==> config.mk <==
export PLATFORM = sky130hd
export DESIGN_NAME = mem_stage_lsu
export DESIGN_NICKNAME = d
export VERILOG_FILES = /design/src/rtl/mips_mem_pkg.sv /design/src/rtl/lsu_lane_align.sv /design/src/rtl/mem_stage_lsu.sv
export SDC_FILE = /design/constraint.sdc
export NUM_CORES = 1
export LEC_CHECK = 0
export ABC_CLOCK_PERIOD_IN_PS = 2040
export CORE_ASPECT_RATIO = 1.1
export CORE_MARGIN = 2
export CORE_UTILIZATION = 41
export CTS_CLUSTER_SIZE = 16
export DETAILED_ROUTE_END_ITERATION = 8
export PLACE_DENSITY = 0.77
export SLEW_MARGIN = 20
export SYNTH_ARGS = -nofsm -noshare
export SYNTH_HDL_FRONTEND = slang
export SYNTH_SLANG_ARGS = --single-unit
==> constraint.sdc <==
create_clock -name clk -period 2.04 [get_ports clk]
set_input_delay 0.408 -clock clk [delete_from_list [all_inputs] [get_ports clk]]
set_output_delay 0.408 -clock clk [all_outputs]
set_load 0.02 [all_outputs]
==> src/rtl/mips_mem_pkg.sv <==
// Shared encodings and access-decode helpers for the memory-stage LSU.
package mips_mem_pkg;

  localparam logic [1:0] SZ_BYTE = 2'b00;
  localparam logic [1:0] SZ_HALF = 2'b01;
  localparam logic [1:0] SZ_WORD = 2'b10;

  typedef enum logic [1:0] {
    IDLE = 2'd0,
    REQ  = 2'd1,
    DONE = 2'd2
  } lsu_state_t;

  // Byte enables for an access of the given size at the given word offset.
  function automatic logic [3:0] byte_en(input logic [1:0] size, input logic [1:0] offset);
    logic [3:0] be;
    be = 4'b0000;
    case (size)
      SZ_BYTE: be = 4'b0001 << offset;
      SZ_HALF: be = offset[1] ? 4'b1100 : 4'b0011;
      SZ_WORD: be = 4'b1111;
      default: be = 4'b0000;
    endcase
    return be;
  endfunction

  // Misaligned half/word, or the reserved size code.
  function automatic logic misaligned(input logic [1:0] size, input logic [1:0] offset);
    logic bad;
    bad = 1'b0;
    case (size)
      SZ_BYTE: bad = 1'b0;
      SZ_HALF: bad = offset[0];
      SZ_WORD: bad = (offset != 2'b00);
      default: bad = 1'b1;
    endcase
    return bad;
  endfunction

endpackage

==> src/rtl/lsu_lane_align.sv <==
// Lane steering between the core and a 32-bit data bus: store replication
// and load lane extraction with sign/zero extension. Purely combinational.
module lsu_lane_align
  import mips_mem_pkg::*;
(
  input  logic [1:0]  size,
  input  logic [1:0]  offset,
  input  logic        unsigned_ext,
  input  logic [31:0] store_data,
  input  logic [31:0] load_word,
  output logic [31:0] store_lanes,
  output logic [31:0] load_value
);

  logic [7:0]  byte_lane;
  logic [15:0] half_lane;

  // Replicate right-justified store data across every lane it may land in.
  always_comb begin
    store_lanes = store_data;
    case (size)
      SZ_BYTE: store_lanes = {4{store_data[7:0]}};
      SZ_HALF: store_lanes = {2{store_data[15:0]}};
      default: store_lanes = store_data;
    endcase
  end

  // Pick the addressed byte/half out of the bus word.
  always_comb begin
    byte_lane = load_word[7:0];
    case (offset)
      2'd0: byte_lane = load_word[7:0];
      2'd1: byte_lane = load_word[15:8];
      2'd2: byte_lane = load_word[23:16];
      default: byte_lane = load_word[31:24];
    endcase
    half_lane = offset[1] ? load_word[31:16] : load_word[15:0];
  end

  // Extend the selected lane to 32 bits.
  always_comb begin
    load_value = load_word;
    case (size)
      SZ_BYTE: load_value = unsigned_ext ? {24'd0, byte_lane} : {{24{byte_lane[7]}}, byte_lane};
      SZ_HALF: load_value = unsigned_ext ? {16'd0, half_lane} : {{16{half_lane[15]}}, half_lane};
      default: load_value = load_word;
    endcase
  end

endmodule

==> src/rtl/mem_stage_lsu.sv <==
// Memory-stage load/store unit: drives a variable-latency data bus, stalls
// the pipeline until completion, and flags misaligned accesses and timeouts.
//
//   state | meaning
//   IDLE  | no bus activity; aligned access stalls and launches a request
//   REQ   | bus_req held with stable address/data, waiting for bus_ack
//   DONE  | access finished; pipeline released, buserrM reported here
module mem_stage_lsu
  import mips_mem_pkg::*;
#(
  parameter int unsigned TIMEOUT = 255
) (
  input  logic        clk,
  input  logic        reset,
  input  logic        memreadM,
  input  logic        memwriteM,
  input  logic [1:0]  sizeM,
  input  logic        unsignedM,
  input  logic [31:0] aluoutM,
  input  logic [31:0] writedataM,
  output logic        stallM,
  output logic [31:0] readdataM,
  output logic        misalignM,
  output logic        buserrM,
  output logic        bus_req,
  output logic        bus_we,
  output logic [31:0] bus_addr,
  output logic [3:0]  bus_be,
  output logic [31:0] bus_wdata,
  input  logic        bus_ack,
  input  logic [31:0] bus_rdata
);

  localparam logic [15:0] LAST_CNT = 16'(TIMEOUT - 1);

  lsu_state_t  state;
  logic [15:0] cnt;
  logic        buserr_q;
  logic [1:0]  req_size;
  logic [1:0]  req_off;
  logic        req_unsigned;
  logic        req_load;

  logic        access;
  logic        bad_access;
  logic        start;
  logic [1:0]  lane_size;
  logic [1:0]  lane_off;
  logic        lane_unsigned;
  logic [31:0] store_lanes;
  logic [31:0] load_value;

  // Decode the access presented by the pipeline this cycle.
  always_comb begin
    access     = memreadM | memwriteM;
    bad_access = misaligned(sizeM, aluoutM[1:0]);
    start      = (state == IDLE) && access && !bad_access;
  end

  // Stall and misalign depend on live inputs; forced low while in reset so
  // the pipeline is released the instant reset asserts.
  always_comb begin
    stallM    = reset && (start || (state == REQ));
    misalignM = reset && (state == IDLE) && access && bad_access;
    buserrM   = (state == DONE) && buserr_q;
  end

  // In IDLE the lane logic sees the pipeline (store replication); in REQ it
  // sees the captured qualifiers of the outstanding load.
  always_comb begin
    lane_size     = (state == IDLE) ? sizeM : req_size;
    lane_off      = (state == IDLE) ? aluoutM[1:0] : req_off;
    lane_unsigned = (state == IDLE) ? unsignedM : req_unsigned;
  end

  lsu_lane_align u_lane_align (
    .size         (lane_size),
    .offset       (lane_off),
    .unsigned_ext (lane_unsigned),
    .store_data   (writedataM),
    .load_word    (bus_rdata),
    .store_lanes  (store_lanes),
    .load_value   (load_value)
  );

  // Access sequencer: launch, wait for ack or timeout, report.
  always_ff @(posedge clk or negedge reset) begin
    if (!reset) begin
      state        <= IDLE;
      cnt          <= '0;
      buserr_q     <= 1'b0;
      req_size     <= SZ_BYTE;
      req_off      <= 2'b00;
      req_unsigned <= 1'b0;
      req_load     <= 1'b0;
      bus_req      <= 1'b0;
      bus_we       <= 1'b0;
      bus_addr     <= '0;
      bus_be       <= '0;
      bus_wdata    <= '0;
      readdataM    <= '0;
    end else begin
      case (state)
        IDLE: begin
          cnt      <= '0;
          buserr_q <= 1'b0;
          if (start) begin
            state        <= REQ;
            bus_req      <= 1'b1;
            bus_we       <= memwriteM;
            bus_addr     <= {aluoutM[31:2], 2'b00};
            bus_be       <= byte_en(sizeM, aluoutM[1:0]);
            bus_wdata    <= store_lanes;
            req_size     <= sizeM;
            req_off      <= aluoutM[1:0];
            req_unsigned <= unsignedM;
            req_load     <= !memwriteM;
          end
        end
        REQ: begin
          // An ack on the last allowed cycle still completes normally.
          if (bus_ack) begin
            bus_req <= 1'b0;
            state   <= DONE;
            if (req_load) begin
              readdataM <= load_value;
            end
          end else if (cnt == LAST_CNT) begin
            bus_req  <= 1'b0;
            buserr_q <= 1'b1;
            state    <= DONE;
            if (req_load) begin
              readdataM <= '0;
            end
          end else begin
            cnt <= cnt + 16'd1;
          end
        end
        DONE: begin
          state    <= IDLE;
          cnt      <= '0;
          buserr_q <= 1'b0;
        end
        default: begin
          state <= IDLE;
          cnt   <= '0;
        end
      endcase
    end
  end

endmodule

==> impl_metrics.ini <==
[finish]
fill_cells = 1026
n_antenna_cell = 0
area_growth_pct = 57.7
drive_above_1_share = 0.219
num-nets-final = 852

[place]
gp_congestion = 0.823
numPortBuffers = 206
dp_hpwl_um = 12400

[clocking]
cts_buffers = 17
cts_max_path_buffers = 2
cts_tree = done
cts_root_buf = clkbuf_16
cts_sinks = 125
clk_pin_slew_worst_paths_ps = 60
worstSkewPairLatency_ps = 420
cts.htree.levels = 4

[timing]
worst_slew_pin_slew_ps = 696
holdWs_ps = 86.7
relSlewSlack = 0.536
finalSetupViolCount = 31
max_freq_mhz = 476
fin_skew_ps = 6.83
drv_slew = 0
fin_crit_ps = 2100
hold_viol_final = 0
rsz0062_at_grt = yes
fin_crit_sh = 1.03
fin_ws_ps = -60.1

[pwr]
power_mw = 12.9
peakVddDrop_mv = 1.04
leakagePower_nw = 3.97
p_per_area_nw_per_um2 = 1390

[yosys]
synth_seq_cells = 125
syn_area_per_cell_um2 = 11.6
synth_top_family_by_area = multiplexers
synthAdderAreaFrac = 0.00426
async_flop_share = 1.00
synth-xor-area-share = 0.0209
synthDistinctLibCells = 52
synthCells = 508
seq_area_frac_synth = 0.532
synth_ff_type = dfrtp_1
muxShareOfSynthArea = 0.159
synth_edf_count = 0
yosys_warnings = 0
yosys.area_share.simple = 0.102
synth_compound_area_frac = 0.151
syn-cell-area_um2 = 5880

[worst_setup_path]
r2r-start = state[0]$_DFFE_PN0P_
end_kind = flip-flop
required_ps = 2340
critPathMaxFanout = 15
rr_worst_depth = 7
r2r-end = readdataM[1]$_DFFE_PN0P_
cp.arrival_ps = 2400
crit_type = reg -> reg
r2r_slack_ps = -60
start_kind = flip-flop
setup.worst_path.start = state[0]$_DFFE_PN0P_

[global_routing]
grt_first_pass_wirelength_um = 27400
grt_pass1_vias = 5348
grt_overflow = 0
groute.usage.overall = 0.228
antenna_found_initial = 0
grt_start_max_net_pins = 125

[routing]
wl_um = 17500
vias = 5139
drtIter0Drc = 382
firstDrtPassIters = 6
vias_per_cell = 5.43
wire_per_inst_um = 18.4
drc = 0
postRouteAntennaNets = 0

[outcome]
violations = setup timing
outcome = finished, violations left

[die]
dieHeight_um = 130
fp.coreArea_um2 = 13900
initial_core_util = 0.422
ios = 209
core.rowCount = 45
dieArea_um2 = 15300
die-width_um = 118

[worst_hold_path]
hold_class = in -> async

[run]
maxCapViolations = 0
power breakdown:
group          total, mW  internal (mW)  switching, mW
sequential          3.98           3.41          0.576
clock               3.11           1.96           1.16
combinational       5.81           2.98           2.83
routing by layer:
metal,share of wire,vias up,global-route usage,wire length (um)
li1,-,2343,-,-
met1,0.39,2537,0.262,6740
met2,0.50,229,0.383,8770
met3,0.091,30,0.0880,1590
met4,0.021,0,0.0999,375
met5,0,-,0,0
through the flow:
stage	utilization	instance area (um^2)	cells	worst slack, ps	setup TNS, ps
global route	0.666	9270	947	-150	-2990
floorplan	-	5910	509	-32.1	-417
CTS	0.655	9100	944	-68.4	-397
finish	0.666	9270	947	-60.1	-927
detailed placement	0.605	8420	909	-468	-33120
global placement	0.605	8420	909	-452	-31150
cell type report:
| class | count | area [um^2] | area share |
|---|---|---|---|
| clock buffer | 19 | 443 | 0.0478 |
| inverter | 4 | 15.0 | 0.00162 |
| multi-input combinational | 345 | 2720 | 0.294 |
| clock inverter | 13 | 165 | 0.0178 |
| sequential | 125 | 3130 | 0.338 |
| timing repair buffer | 253 | 2560 | 0.276 |
| tap | 188 | 235 | 0.0254 |
state kept, by name, summed over array words and instances (netlist names):
| register | cells |
|---|---|
| bus_be | 4 |
| req_load | 1 |
| buserr_q | 1 |
| state | 2 |
| readdataM | 32 |
| bus_addr | 30 |
| bus_req | 1 |
| bus_we | 1 |
| req_size | 2 |
| cnt | 16 |
| req_unsigned | 1 |
| bus_wdata | 32 |
| req_off | 2 |
worst max-delay path, stage by stage, from the launching register on:
cell	delay [ps]
dfrtp_1	380
or2_4	280
buf_8	150
mux2_4	340
a311o_1	330
buf_12	170
a22oi_1	220
o211ai_1	100
how the worst max path moves through the flow:
stage,to,slack (ps),cells after the start
after floorplan,readdataM[10]$_DFFE_PN0P_,-30,8
after detailed placement,stallM,-470,5
after global placement,stallM,-450,5
after global routing,readdataM[1]$_DFFE_PN0P_,-150,7
final,readdataM[1]$_DFFE_PN0P_,-60,7
after CTS,misalignM,-70,6
Yosys cell counts (6+ instances only):
| library cell | instances | share of area |
|---|---|---|
| a222oi_1 | 8 | 0.014 |
| buf_2 | 7 | 0.0060 |
| mux4_1 | 7 | 0.031 |
| clkbuf_1 | 23 | 0.015 |
| nand3_1 | 8 | 0.0068 |
| a21oi_1 | 6 | 0.0051 |
| a22o_1 | 16 | 0.024 |
| o21ai_0 | 32 | 0.027 |
| nand2_1 | 64 | 0.041 |
| nor3_1 | 6 | 0.0051 |
| a21o_1 | 17 | 0.022 |
| a22oi_1 | 15 | 0.019 |
| nor2_1 | 21 | 0.013 |
| xor2_1 | 10 | 0.015 |
| o211ai_1 | 16 | 0.020 |
| mux2i_1 | 22 | 0.037 |
| mux2_2 | 45 | 0.086 |
| dfrtp_1 | 125 | 0.53 |
placed cells by master (no fill, tap or decap), types with 3 or more instances in the layout:
cell,Yosys,layout
a21o_1,17,17
a21oi_1,6,4
a222oi_1,8,8
a22o_1,16,16
a22oi_1,15,4
a22oi_2,0,11
and3_1,5,5
buf_12,0,4
buf_4,2,32
buf_6,2,9
bufinv_16,0,3
clkbuf_16,0,19
clkdlybuf4s50_1,0,201
clkinvlp_4,0,4
dfrtp_1,125,125
inv_1,4,4
mux2_2,45,43
mux2i_1,22,21
mux4_2,0,7
nand2_1,64,62
nand3_1,8,8
nand3b_1,3,3
nand4_1,3,3
nor2_1,21,18
nor3_1,6,4
o211ai_1,16,16
o21ai_0,32,31
or3_1,3,3
xnor2_1,4,4
xor2_1,10,10
cells by family (layout without fill, tap and decap cells):
| group | count (synthesis) | count (layout) |
|---|---|---|
| AO/OA/AOI/OAI | 123 | 123 |
| multiplexers | 75 | 75 |
| XOR/XNOR | 14 | 14 |
| adder cells (fa/ha/maj) | 2 | 2 |
| buffers and inverters | 39 | 289 |
| flip-flops | 125 | 125 |
| AND/OR/NAND/NOR | 129 | 129 |
| other | 1 | 2 |
timing repair:
item,4_1_cts,5_1_grt
cloned,0,2
setup buffers,2,1
endpoints found under the hold margin,1,0
setup endpoints to repair,44,70
resized for setup,37,27
pin swaps,9,10
hold buffers,1,0
No activity file was read; power rests on OpenSTA's default activity.
